## config.mk

```make
export PLATFORM = sky130hd
export DESIGN_NAME = io_link_rx
export DESIGN_NICKNAME = d
export VERILOG_FILES = /design/src/rtl/io_link_pkg.sv /design/src/rtl/io_link_fifo.sv /design/src/rtl/io_link_rx.sv
export SDC_FILE = /design/constraint.sdc
export NUM_CORES = 1
export LEC_CHECK = 0
export BUFFER_PORTS_ARGS = -buffer_cell sky130_fd_sc_hd__buf_2
export CORE_MARGIN = 2
export CORE_UTILIZATION = 52
export CTS_CLUSTER_SIZE = 8
export DETAILED_ROUTE_END_ITERATION = 12
export PLACE_DENSITY = 0.75
export SLEW_MARGIN = 40
export SYNTH_ARGS = -nofsm -noshare
export SYNTH_HDL_FRONTEND = slang
export SYNTH_SLANG_ARGS = --single-unit
```

## constraint.sdc

```tcl
create_clock -name clk50 -period 3.79 [get_ports clk50]
set_clock_uncertainty 0.05 [all_clocks]
set_input_delay 0.758 -clock clk50 [delete_from_list [all_inputs] [get_ports clk50]]
set_output_delay 0.758 -clock clk50 [all_outputs]
set_load 0.005 [all_outputs]
```

## src/rtl/io_link_pkg.sv

```systemverilog
// Shared types for the SW->HW link receiver: phase codes on the PIO pair and
// handshake FSM states.
package io_link_pkg;

    typedef enum logic [1:0] {
        SIG_IDLE = 2'd0,
        SIG_A    = 2'd1,
        SIG_B    = 2'd2,
        SIG_EOF  = 2'd3
    } sig_t;

    typedef enum logic [1:0] {
        ST_IDLE,
        ST_WAIT_SPACE,
        ST_ACK
    } state_t;

    // EOF as the remembered phase makes an empty frame right after reset a duplicate.
    localparam sig_t RESET_LAST_PHASE = SIG_EOF;

endpackage

```

## src/rtl/io_link_fifo.sv

```systemverilog
// First-word-fall-through FIFO with occupancy count; the head is presented
// combinationally and reads as zero while empty.
module io_link_fifo #(
    parameter int WIDTH = 10,
    parameter int DEPTH = 16
) (
    input  logic                     clk50,
    input  logic                     reset,
    input  logic                     push,
    input  logic [WIDTH-1:0]         push_data,
    input  logic                     pop,
    output logic [WIDTH-1:0]         head,
    output logic                     valid,
    output logic [$clog2(DEPTH):0]   count
);
    localparam int AW = $clog2(DEPTH);
    localparam logic [AW:0] FULL = (AW+1)'(DEPTH);

    logic [WIDTH-1:0] mem [DEPTH];
    logic [AW-1:0]    wr_ptr;
    logic [AW-1:0]    rd_ptr;
    logic             pop_eff;
    logic             push_eff;

    assign valid    = (count != '0);
    assign pop_eff  = pop & valid;
    // A push while full is accepted only when the head leaves in the same cycle.
    assign push_eff = push & ((count != FULL) | pop_eff);
    assign head     = valid ? mem[rd_ptr] : '0;

    // NOTE: state registers use non-blocking assignments so every flop samples
    // pre-edge values regardless of statement order.
    always_ff @(posedge clk50) begin
        if (reset) begin
            wr_ptr <= '0;
            rd_ptr <= '0;
            count  <= '0;
        end else begin
            if (push_eff) wr_ptr <= wr_ptr + AW'(1);
            if (pop_eff)  rd_ptr <= rd_ptr + AW'(1);
            case ({push_eff, pop_eff})
                2'b10:   count <= count + (AW+1)'(1);
                2'b01:   count <= count - (AW+1)'(1);
                default: count <= count;
            endcase
        end
    end

    // NOTE: storage is deliberately not reset; validity is tracked by count,
    // and leaving the array reset-free lets it map onto RAM.
    always_ff @(posedge clk50) begin
        if (push_eff) mem[wr_ptr] <= push_data;
    end

endmodule

```

## src/rtl/io_link_rx.sv

```systemverilog
// Four-phase SW->HW word receiver: synchronises the PIO phase code, drops
// retransmitted duplicates, tags frame ends and buffers words for a stream sink.
module io_link_rx
    import io_link_pkg::*;
#(
    parameter int DATA_W = 9,
    parameter int DEPTH  = 16,
    parameter int CNT_W  = 8
) (
    input  logic                    clk50,
    input  logic                    reset,
    input  logic [DATA_W-1:0]       to_hw_data,
    input  logic [1:0]              to_hw_sig,
    output logic [1:0]              to_sw_sig,
    output logic [DATA_W-1:0]       out_data,
    output logic                    out_last,
    output logic                    out_valid,
    input  logic                    out_ready,
    output logic [$clog2(DEPTH):0]  fifo_count,
    output logic [CNT_W-1:0]        dup_count
);
    localparam int AW = $clog2(DEPTH);
    localparam logic [AW:0] FIFO_FULL = (AW+1)'(DEPTH);

    state_t            state;
    sig_t              last_phase;
    logic [1:0]        sig_s1;
    logic [1:0]        sig_s;
    logic [1:0]        code_q;
    logic [DATA_W-1:0] data_q;
    logic              pop;
    logic              space;
    logic              push;
    logic [DATA_W:0]   push_word;
    logic [DATA_W:0]   head;

    assign pop   = out_valid & out_ready;
    assign space = (fifo_count != FIFO_FULL) | pop;

    // NOTE: every output of this block gets a default first, so no path can
    // leave it unassigned and infer a latch.
    always_comb begin
        push      = 1'b0;
        push_word = {sig_s == SIG_EOF, to_hw_data};
        case (state)
            ST_IDLE: begin
                if (sig_s != SIG_IDLE && sig_s != last_phase && space) push = 1'b1;
            end
            ST_WAIT_SPACE: begin
                push_word = {code_q == SIG_EOF, data_q};
                if (sig_s != SIG_IDLE && space) push = 1'b1;
            end
            default: ;
        endcase
    end

    always_ff @(posedge clk50) begin
        if (reset) begin
            sig_s1     <= '0;
            sig_s      <= '0;
            state      <= ST_IDLE;
            to_sw_sig  <= '0;
            last_phase <= RESET_LAST_PHASE;
            dup_count  <= '0;
            code_q     <= '0;
            data_q     <= '0;
        end else begin
            sig_s1 <= to_hw_sig;
            sig_s  <= sig_s1;
            case (state)
                ST_IDLE: begin
                    if (sig_s != SIG_IDLE) begin
                        code_q <= sig_s;
                        data_q <= to_hw_data;
                        if (sig_s == last_phase) begin
                            if (dup_count != {CNT_W{1'b1}}) dup_count <= dup_count + CNT_W'(1);
                            to_sw_sig <= sig_s;
                            state     <= ST_ACK;
                        end else if (space) begin
                            last_phase <= sig_t'(sig_s);
                            to_sw_sig  <= sig_s;
                            state      <= ST_ACK;
                        end else begin
                            state <= ST_WAIT_SPACE;
                        end
                    end
                end
                ST_WAIT_SPACE: begin
                    // A withdrawn request wins over space appearing in the same cycle.
                    if (sig_s == SIG_IDLE) begin
                        state <= ST_IDLE;
                    end else if (space) begin
                        last_phase <= sig_t'(code_q);
                        to_sw_sig  <= code_q;
                        state      <= ST_ACK;
                    end
                end
                ST_ACK: begin
                    if (sig_s == SIG_IDLE) begin
                        to_sw_sig <= '0;
                        state     <= ST_IDLE;
                    end
                end
                default: state <= ST_IDLE;
            endcase
        end
    end

    io_link_fifo #(
        .WIDTH (DATA_W + 1),
        .DEPTH (DEPTH)
    ) u_fifo (
        .clk50     (clk50),
        .reset     (reset),
        .push      (push),
        .push_data (push_word),
        .pop       (pop),
        .head      (head),
        .valid     (out_valid),
        .count     (fifo_count)
    );

    assign out_data = head[DATA_W-1:0];
    assign out_last = head[DATA_W];

endmodule

```

==> results of run 1 <==
## kinds of logic after synthesis
| kind of cell | after synthesis |
|---|---|
| DFF | 206 |
| buffers and inverters | 43 |
| muxes | 76 |
| xor gates and xnor gates | 11 |
| adders and majority gates | 14 |
| AOI/OAI and AO/OA | 66 |
| and+or+nand+nor | 121 |
## stage by stage
stage           util  total power [mW]  std cells
6_report       0.617              5.96        829
3_5_place_dp   0.564              3.66        776
5_1_grt        0.617              6.19        829
2_1_floorplan      -              3.33        537
4_1_cts        0.616              6.00        829
3_3_place_gp   0.564              3.61        776
## per-layer routing
metal,track usage,vias up
li1,-,2186
met1,0.252,2427
met2,0.352,135
met3,0.0384,37
met4,0.0622,0
met5,0,-
## synthesized netlist by cell type, types with 5 or more instances
library cell and count:
or3_1 5, edfxtp_1 160, o22ai_1 13, nor2b_1 10
a21oi_1 21, nor4_1 6, nor2_1 29, ha_1 14
mux4_2 40, mux2i_1 25, mux2_1 11, inv_1 13
xor2_1 6, nand2_1 35, o21ai_0 7, clkbuf_1 18
buf_2 6, nand3_1 8, nand2b_1 7, dfxtp_1 46
## sequential cells by signal, indices dropped and copies added (netlist names), 4 cells and up, named ones only
name           cells
data_q             9
u_fifo.rd_ptr      4
u_fifo.count       5
u_fifo.wr_ptr      4
dup_count          8
u_fifo.mem       160
## cell type report
type	instances	area [sq um]
fill	1158	6110
sequential	206	5730
multi-input combinational	288	2630
clock buffer	52	822
timing repair buffer	52	308
tap	216	270
inverter	14	52.6
clock inverter	1	20.0
## path summary, 6_finish.rpt
kind / slack (ns) / endpoint
max: 0.38 / out_data[5]
min: 0.39 / sig_s[0]$_SDFF_PP0_
max reg2reg: 0.41 / u_fifo.count[4]$_SDFFE_PP0P_
min reg2reg: 0.39 / sig_s[0]$_SDFF_PP0_
## power groups by stage
stage	sequential [mW]	clock, mW	combinational [mW]
final	2.59	2.34	1.03
after global routing	2.60	2.47	1.13
after CTS	2.59	2.37	1.04
after detailed placement	2.63	0	1.03
after global placement	2.62	0	0.989
after floorplan	2.59	0	0.742
==> flow_summary.yaml, run 1 <==
status:
  status: "finished clean"
die:
  die_h_um: 132
  ios: 40
  dieArea_sq_mm: 0.0174
  fp.dieW_um: 132
  row_count: 46
  initial_core_util: 0.534
  core_region_area_sq_mm: 0.0159
power:
  p_comb_frac: 0.173
  share_seq_of_total_power: 0.434
  clockPowerShare: 0.393
  ir_worst_vdd_uv: 368
  internal-power_mw: 4.41
  p_sw_mw: 1.55
  p_leak_nw: 3.32
  p_sw_frac: 0.260
  power.density_mw_per_mm2: 607
critical_path:
  r2r-start: "state[1]$_SDFFE_PP0P_"
  critPathTopFamily: "multiplexers"
  arrival_ns: 2.60
  crit_required_ns: 2.98
  cp_max_fo: 29
  crit_type: "reg -> out"
  worst-r2r-cell-count: 14
  worst_setup_path_end_kind: "primary output"
  path_cells: "buf_12 -> mux4_2 -> mux2i_1 -> o22ai_1 -> buf_2"
  cp_num_cells: 5
  startpoint_type: "register"
  cp.buffers_inverters: 2
  slowest_delay_ns: 0.61
  crit_slowest_cell: "dfxtp_2"
sta:
  fin_setup_tns_ns: 0
  min_period_ns: 3.41
  setup_slack_ns: 0.377
  timing.fmax_mhz: 293
  report.final.slew_viol_count: 0
  period_share: 0.900
  rsz0062_at_grt: "false"
  holdWs_ns: 0.385
  slew_headroom: 0.582
  hold_violations: 0
  report.final.setup_viol: 0
  tightest_slew_ns: 0.626
worst_hold_path:
  min_path_type: "reg -> reg"
  hold_start: "sig_s1[0]$_SDFF_PP0_"
  min_path_cells: 1
layout:
  diodes: 0
  area_growth_pct: 15.5
  fin_nets: 619
  layout.cells.most_common: "edfxtp_1"
  design_area_sq_mm: 0.00983
  mostFrequentLayoutCells: "edfxtp_1, dfxtp_1, mux4_2"
  layout-drive-gt1-share: 0.223
logic_synthesis:
  ys_seq_elements: 206
  synthMuxAreaShare: 0.150
  syn-num-nets: 565
  synth_top_area_share: 0.565
  synth_warnings: 0
  synthXorXnorAreaFrac: 0.0122
  ys_seq_area_frac: 0.673
  synth_top_family_by_area: "multiplexers"
  synthSimpleGateAreaFrac: 0.0716
  synth_area_leaders: "edfxtp_1, dfxtp_1, mux4_2"
  synthFlopType: "edfxtp_1"
  synthAdderAreaFrac: 0.0206
  syn-cell-area_sq_mm: 0.00851
  async_reset_ff_frac: 0
  avgSynthCellArea_sq_um: 15.8
  syn_inst: 537
  synth-edff-count: 160
  yosysTopAreaCell: "edfxtp_1"
  synth-compound-area-share: 0.0519
  ys_types: 50
global_routing:
  grt_pass1_wl_mm: 27.1
  grt_pass1_vias: 5027
  track_usage: 0.200
  grt-ovfl-total: 0
  antenna_found_initial: 0
  grt_max_degree: 48
clock_tree:
  cts_tree: "yes"
  clkLatencyLatePin_ns: 0.53
  cts_resized: 0
  cts_max_path_buffers: 3
  h-tree-depth: 1
  hold_buffers: 0
  cts_buffers: 29
  cts_sinks: 206
  cts.clk_slew.worst_paths_ns: 0.05
  cts-root-buf: "clkbuf_16"
  post_cts_buffers: 0
routing:
  drcViolationCount: 0
  drtIter0Drc: 317
  wl_met3_um: 919
  vias: 4785
  ant_nets: 0
  dr.max_layer_used: "met4"
  wirelength_met1_mm: 6.95
  drt_pre_antenna_iters: 5
  avgViaCountPerCell: 5.77
  routed_wl_mm: 17.3
  wl_per_cell_um: 20.8
  met2WireLength_mm: 8.94
placement:
  dp_slack_ns: 0.479
  place_hpwl_mm: 10.6
  placed_cell_area_sq_mm: 0.00898
  place.gp.congestion: 0.845
  io_buffer_count: 39
job:
  drv_cap: 0
No activity file was read; power rests on OpenSTA's default activity.
==> inputs of run 2 (changes only) <==
--- a/config.mk
+++ b/config.mk
@@ -5,6 +5,7 @@
 export SDC_FILE = /design/constraint.sdc
 export NUM_CORES = 1
 export LEC_CHECK = 0
+export ABC_AREA = 1
 export BUFFER_PORTS_ARGS = -buffer_cell sky130_fd_sc_hd__buf_2
 export CORE_MARGIN = 2
 export CORE_UTILIZATION = 52
==> run 2 against run 1 <==
Net effect:
- sequential power hardly changed
- area after synthesis is 3.7% higher
- flip-flop and latch count stayed put
- clock power hardly changed
- synthesized cell count is 65% higher
- clock-buffer cell count stayed put
- worst setup slack better by 0.21 ns
==> flow_summary.yaml, run 2 <==
status:
  status: "finished clean"
logic_synthesis:
  synth_area_leaders: "edfxtp_1, nand2_1, dfxtp_1"
  synth.most_common_cell: "nand2_1"
  synth-edff-count: 160
  synthMuxAreaShare: 0
  syn-num-nets: 915
  ys_types: 27
  synthSimpleGateAreaFrac: 0.247
  synthFlopType: "edfxtp_1"
  syn_inst: 887
  ys_seq_elements: 206
  syn-cell-area_sq_mm: 0.00882
  synth_top_cells_by_count: "nand2_1, edfxtp_1, nand3_1"
  synthAdderAreaFrac: 0.0199
  synth_top_family_by_area: "simple AND/OR/NAND/NOR gates"
  yosysTopAreaCell: "edfxtp_1"
  async_reset_ff_frac: 0
  synth_warnings: 0
  synth_top_area_share: 0.545
  synth-compound-area-share: 0.0329
  synthXorXnorAreaFrac: 0.0139
  ys_seq_area_frac: 0.649
  avgSynthCellArea_sq_um: 9.95
routing:
  avgViaCountPerCell: 5.36
  routed_wl_mm: 18.9
  drtIter0Drc: 619
  vias: 6298
  ant_nets: 0
  drt_pre_antenna_iters: 5
  drcViolationCount: 0
  wl_per_cell_um: 16.1
worst_hold_path:
  min_path_type: "reg -> reg"
clock_tree:
  cts_tree: "yes"
  clkLatencyLatePin_ns: 0.53
  cts-root-buf: "clkbuf_16"
  hold_buffers: 0
  cts_max_path_buffers: 3
  h-tree-depth: 1
  cts_sinks: 206
  cts_buffers: 29
  post_cts_buffers: 0
  cts_resized: 0
  cts.clk_slew.worst_paths_ns: 0.05
power:
  power.density_mw_per_mm2: 649
  total_power_mw: 6.55
  ir_worst_vdd_uv: 418
  p_leak_nw: 3.97
die:
  ios: 40
  die_h_um: 134
  dieArea_sq_mm: 0.0180
  initial_core_util: 0.532
  row_count: 47
  core_region_area_sq_mm: 0.0166
  fp.dieW_um: 134
sta:
  tightest_slew_ns: 0.787
  report.final.slew_viol_count: 0
  fin_setup_tns_ns: 0
  hold_violations: 0
  rsz0062_at_grt: "false"
  min_period_ns: 3.20
  holdWs_ns: 0.355
  period_share: 0.844
  report.final.setup_viol: 0
  timing.fmax_mhz: 313
  slew_headroom: 0.475
layout:
  fill_cells: 1362
  fin_util: 0.609
  area_growth_pct: 14.5
  reg_top3: "u_fifo.mem: 160 flops, data_q: 9 flops, dup_count: 8 flops"
  diodes: 0
  fin_nets: 960
  largest_reg_flops: 160
  mostFrequentLayoutCells: "nand2_1, edfxtp_1, nand3_1"
  top_register: "u_fifo.mem"
  layout-drive-gt1-share: 0.112
  layout.cells.most_common: "nand2_1"
critical_path:
  cp_max_fo: 40
  path_cells: "inv_1 -> buf_4 -> nand3_1 -> nand3_1 -> nand2_1 -> nand2_1 -> a21oi_1 -> buf_2"
  worst_setup_path_end_kind: "primary output"
  slowest_delay_ns: 0.66
  crit_required_ns: 2.98
  crit_type: "reg -> out"
  crit_slowest_cell: "dfxtp_1"
  critPathTopFamily: "flip-flops"
  arrival_ns: 2.39
  startpoint_type: "register"
  cp.buffers_inverters: 3
global_routing:
  grt-ovfl-total: 0
  grt_pass1_wl_mm: 30.2
  grt_max_degree: 82
  grt_pass1_vias: 5774
  antenna_found_initial: 0
  track_usage: 0.212
placement:
  io_buffer_count: 39
  place_hpwl_mm: 11.4
  place.gp.congestion: 0.802
job:
  drv_cap: 0
## run 2: cell count changes in the layout (fill, tap and decap cells not counted), sizes merged, moves of 6 or more
cell    before  now
nand2       35  295
nand3        9  142
nor2        29   71
mux4        40    0
inv         15   42
mux2i       25    0
o22ai       13    0
a21oi       21   33
mux2        11    0
o21ai       11   22
nor2b       10    0
nand2b       7    0
nor4         6    0
## run 2: kinds of logic (layout without fill, tap and decap cells)
family	count (synthesis)	count (layout)
fa+ha+maj	14	14
buf+inv	83	150
compound gates	57	57
flops	206	206
xor+xnor	14	14
simple gates	513	513
## run 2: tightest hold or removal path: stages, from the launching register on
cell and delay [ns]:
dfxtp_1 0.29, inv_1 0.04, nor2_1 0.03
## run 2: power by group
group	total [mW]	leakage, nW	switching, mW	internal, mW
Clock	2.33	0.395	0.893	1.44
Combinational	1.60	1.76	1.07	0.538
Sequential	2.62	1.82	0.0878	2.53
Total	6.55	3.97	2.05	4.51
## run 2: area by class of cell
cell class	count	area, sq um	area share
sequential	206	5730	0.567
multi-input combinational	598	2780	0.275
clock buffer	52	822	0.0813
timing repair buffer	52	318	0.0314
tap	220	275	0.0272
inverter	45	171	0.0170
clock inverter	1	8.76	0.000867
## run 2: through the flow
step,cells,worst slack [ns],instance area (sq um)
finish,1174,0.590,10100
global route,1174,0.333,10100
CTS,1174,0.562,10100
detailed placement,1121,0.987,9260
global placement,1121,1.05,9260
floorplan,887,1.35,8820
## run 2: worst paths after layout
check                        startpoint                            to  slack (ns)  cells past startpoint
hold reg to reg    sig_s1[0]$_SDFF_PP0_           sig_s[0]$_SDFF_PP0_        0.36                      2
setup reg to reg  state[1]$_SDFFE_PP0P_  u_fifo.count[4]$_SDFFE_PP0P_        0.97                     19
setup / recovery               register                   out_data[1]        0.59                      8
hold / removal     sig_s1[0]$_SDFF_PP0_           sig_s[0]$_SDFF_PP0_        0.36                      2
## run 2: metal layers
layer / vias to the layer above / share of wire / global-route usage
li1: 3081 / - / -
met1: 2940 / 0.45 / 0.312
met2: 240 / 0.45 / 0.325
met3: 37 / 0.078 / 0.0370
met4: 0 / 0.023 / 0.0649
met5: - / 0 / 0
==> inputs of run 3 (changes only) <==
--- a/config.mk
+++ b/config.mk
@@ -11,7 +11,7 @@
 export CORE_UTILIZATION = 52
 export CTS_CLUSTER_SIZE = 8
 export DETAILED_ROUTE_END_ITERATION = 12
-export PLACE_DENSITY = 0.75
+export PLACE_DENSITY = 0.78
 export SLEW_MARGIN = 40
 export SYNTH_ARGS = -nofsm -noshare
 export SYNTH_HDL_FRONTEND = slang
==> constraint.sdc (replaced) <==
create_clock -name clk50 -period 2.7 [get_ports clk50]
set_clock_uncertainty 0.05 [all_clocks]
set_input_delay 0.54 -clock clk50 [delete_from_list [all_inputs] [get_ports clk50]]
set_output_delay 0.54 -clock clk50 [all_outputs]
set_load 0.005 [all_outputs]
==> run 3 against run 2 <==
Net effect:
- combinational power grew 54%
- routed wire length grew 4.5%
- sequential share of layout area shrank 1.2 points
- flip-flop and latch count unchanged
- global-route usage grew 0.75 points
- critical path type unchanged
- largest cell class unchanged
==> flow_summary.yaml, run 3 (synthesized netlist as in run 2, its figures left out) <==
status:
  status: "finished clean"
layout:
  multi_input_area_sq_mm: 0.00277
  mostFrequentLayoutCells: "nand2_1, edfxtp_1, nand3_1"
  fin_nets: 980
  layout.cells.non_filler: 1193
  design_area_sq_mm: 0.0103
  register_area_sq_mm: 0.00573
  fin_util: 0.623
  fill_cells: 1289
  layout.cells.most_common: "nand2_1"
  diodes: 0
  area_growth_pct: 17.1
  layout-drive-gt1-share: 0.124
  top_register: "u_fifo.mem"
  largest_reg_flops: 160
  reg_top3: "u_fifo.mem: 160 flops, data_q: 9 flops, dup_count: 8 flops"
routing:
  wl_met3_mm: 1.53
  met2WireLength_mm: 9.42
  drt_pre_antenna_iters: 5
  drcViolationCount: 0
  wirelength_met1_mm: 8.50
  dr.max_layer_used: "met4"
  drtIter0Drc: 530
  ant_nets: 0
  routed_wl_mm: 19.7
  avgViaCountPerCell: 5.38
  wl_per_cell_um: 16.5
  vias: 6420
die:
  row_count: 47
  initial_core_util: 0.532
  ios: 40
  core_region_area_sq_mm: 0.0166
  fp.dieW_um: 134
  dieArea_sq_mm: 0.0180
  die_h_um: 134
critical_path:
  crit_required_ns: 2.11
  worst_setup_path_end_kind: "primary output"
  cp_max_fo: 35
  crit_type: "reg -> out"
  path_cells: "buf_12 -> nand2_1 -> nand3_1 -> nand3_1 -> nand2_1 -> nand2_1 -> a21oi_1 -> buf_2"
  startpoint_type: "register"
  arrival_ns: 2.00
  worst-r2r-cell-count: 18
  path_common_cell: "nand2_1"
  slowest_delay_ns: 0.42
  crit_slowest_cell: "dfxtp_4"
clock_tree:
  cts-root-buf: "clkbuf_16"
  cts_max_path_buffers: 3
  h-tree-depth: 1
  cts.clk_slew.worst_paths_ns: 0.05
  clkLatencyLatePin_ns: 0.53
  cts_tree: "yes"
  cts_sinks: 206
  hold_buffers: 0
  cts_buffers: 29
placement:
  io_buffer_count: 39
  placed_cell_area_sq_mm: 0.00938
  dp_slack_ns: 0.185
  place_hpwl_mm: 11.8
  place.gp.congestion: 0.826
  dpl.cell_count: 1137
power:
  power.density_mw_per_mm2: 912
  p_leak_nw: 4.11
  ir_worst_vdd_uv: 559
global_routing:
  grt_pass1_vias: 6014
  antenna_found_initial: 0
  grt-ovfl-total: 0
  grt_pass1_wl_mm: 30.9
  grt_max_degree: 41
  track_usage: 0.220
sta:
  holdWs_ns: 0.170
  report.final.setup_viol: 0
  min_period_ns: 2.59
  hold_violations: 0
  slew_headroom: 0.551
  tightest_slew_ns: 0.672
  timing.fmax_mhz: 386
  period_share: 0.958
  setup_slack_ns: 0.112
  report.final.slew_viol_count: 0
worst_hold_path:
  min_path_type: "in -> reg"
  min_path_cells: 3
job:
  drv_cap: 0
==> run 3: changes by cell type in the layout (fill, tap and decap cells not counted), moves of 3 or more <==
cell	delta
buf_4	+14
buf_6	+3
buf_16	+3
nor2_2	-8
nor2_1	+8
==> run 3: critical path: cells and delay by family (launching register included) <==
family	cells	cell delay, ns
AND/OR/NAND/NOR	5	0.45
AO/OA/AOI/OAI	1	0.19
buffers and inverters	2	0.38
flip-flops	1	0.42
==> run 3: routing by layer <==
metal | track usage | vias to the layer above
li1 | - | 3123
met1 | 0.298 | 3010
met2 | 0.372 | 264
met3 | 0.0393 | 23
met4 | 0.0509 | 0
met5 | 0 | -
==> run 3: layout make-up <==
class | count | area share
Clock buffer | 51 | 0.0792
Clock inverter | 1 | 0.00194
Inverter | 45 | 0.0178
Multi-Input combinational cell | 598 | 0.268
Sequential cell | 206 | 0.554
Tap cell | 220 | 0.0266
Timing Repair Buffer | 72 | 0.0522
==> run 3: what timing repair did <==
action                     4_1_cts  5_1_grt
buffers inserted                 0        2
gates cloned                     2        0
pin swaps                        0        1
gates resized for setup          5        8
setup endpoints to repair       10       11
==> run 3: worst paths after layout <==
| path | from | endpoint | slack, ns |
|---|---|---|---|
| max reg2reg | state[0]$_SDFFE_PP0P_ | u_fifo.count[4]$_SDFFE_PP0P_ | 0.24 |
| max | register | out_data[6] | 0.11 |
| min reg2reg | sig_s1[0]$_SDFF_PP0_ | sig_s[0]$_SDFF_PP0_ | 0.36 |
| min | to_hw_sig[0] | sig_s1[0]$_SDFF_PP0_ | 0.17 |
==> run 3: per-stage QoR <==
stage	setup TNS, ns	power, mW
global route	-0.00103	9.93
finish	0	9.43
CTS	0	9.40
floorplan	0	5.26
detailed placement	0	6.00
global placement	0	5.94
==> run 3: power breakdown <==
| part | internal [mW] | total (mW) | switching [mW] |
|---|---|---|---|
| Sequential | 3.55 | 3.67 | 0.115 |
| Combinational | 0.886 | 2.47 | 1.58 |
| Clock | 2.03 | 3.29 | 1.26 |
| Total | 6.46 | 9.43 | 2.96 |
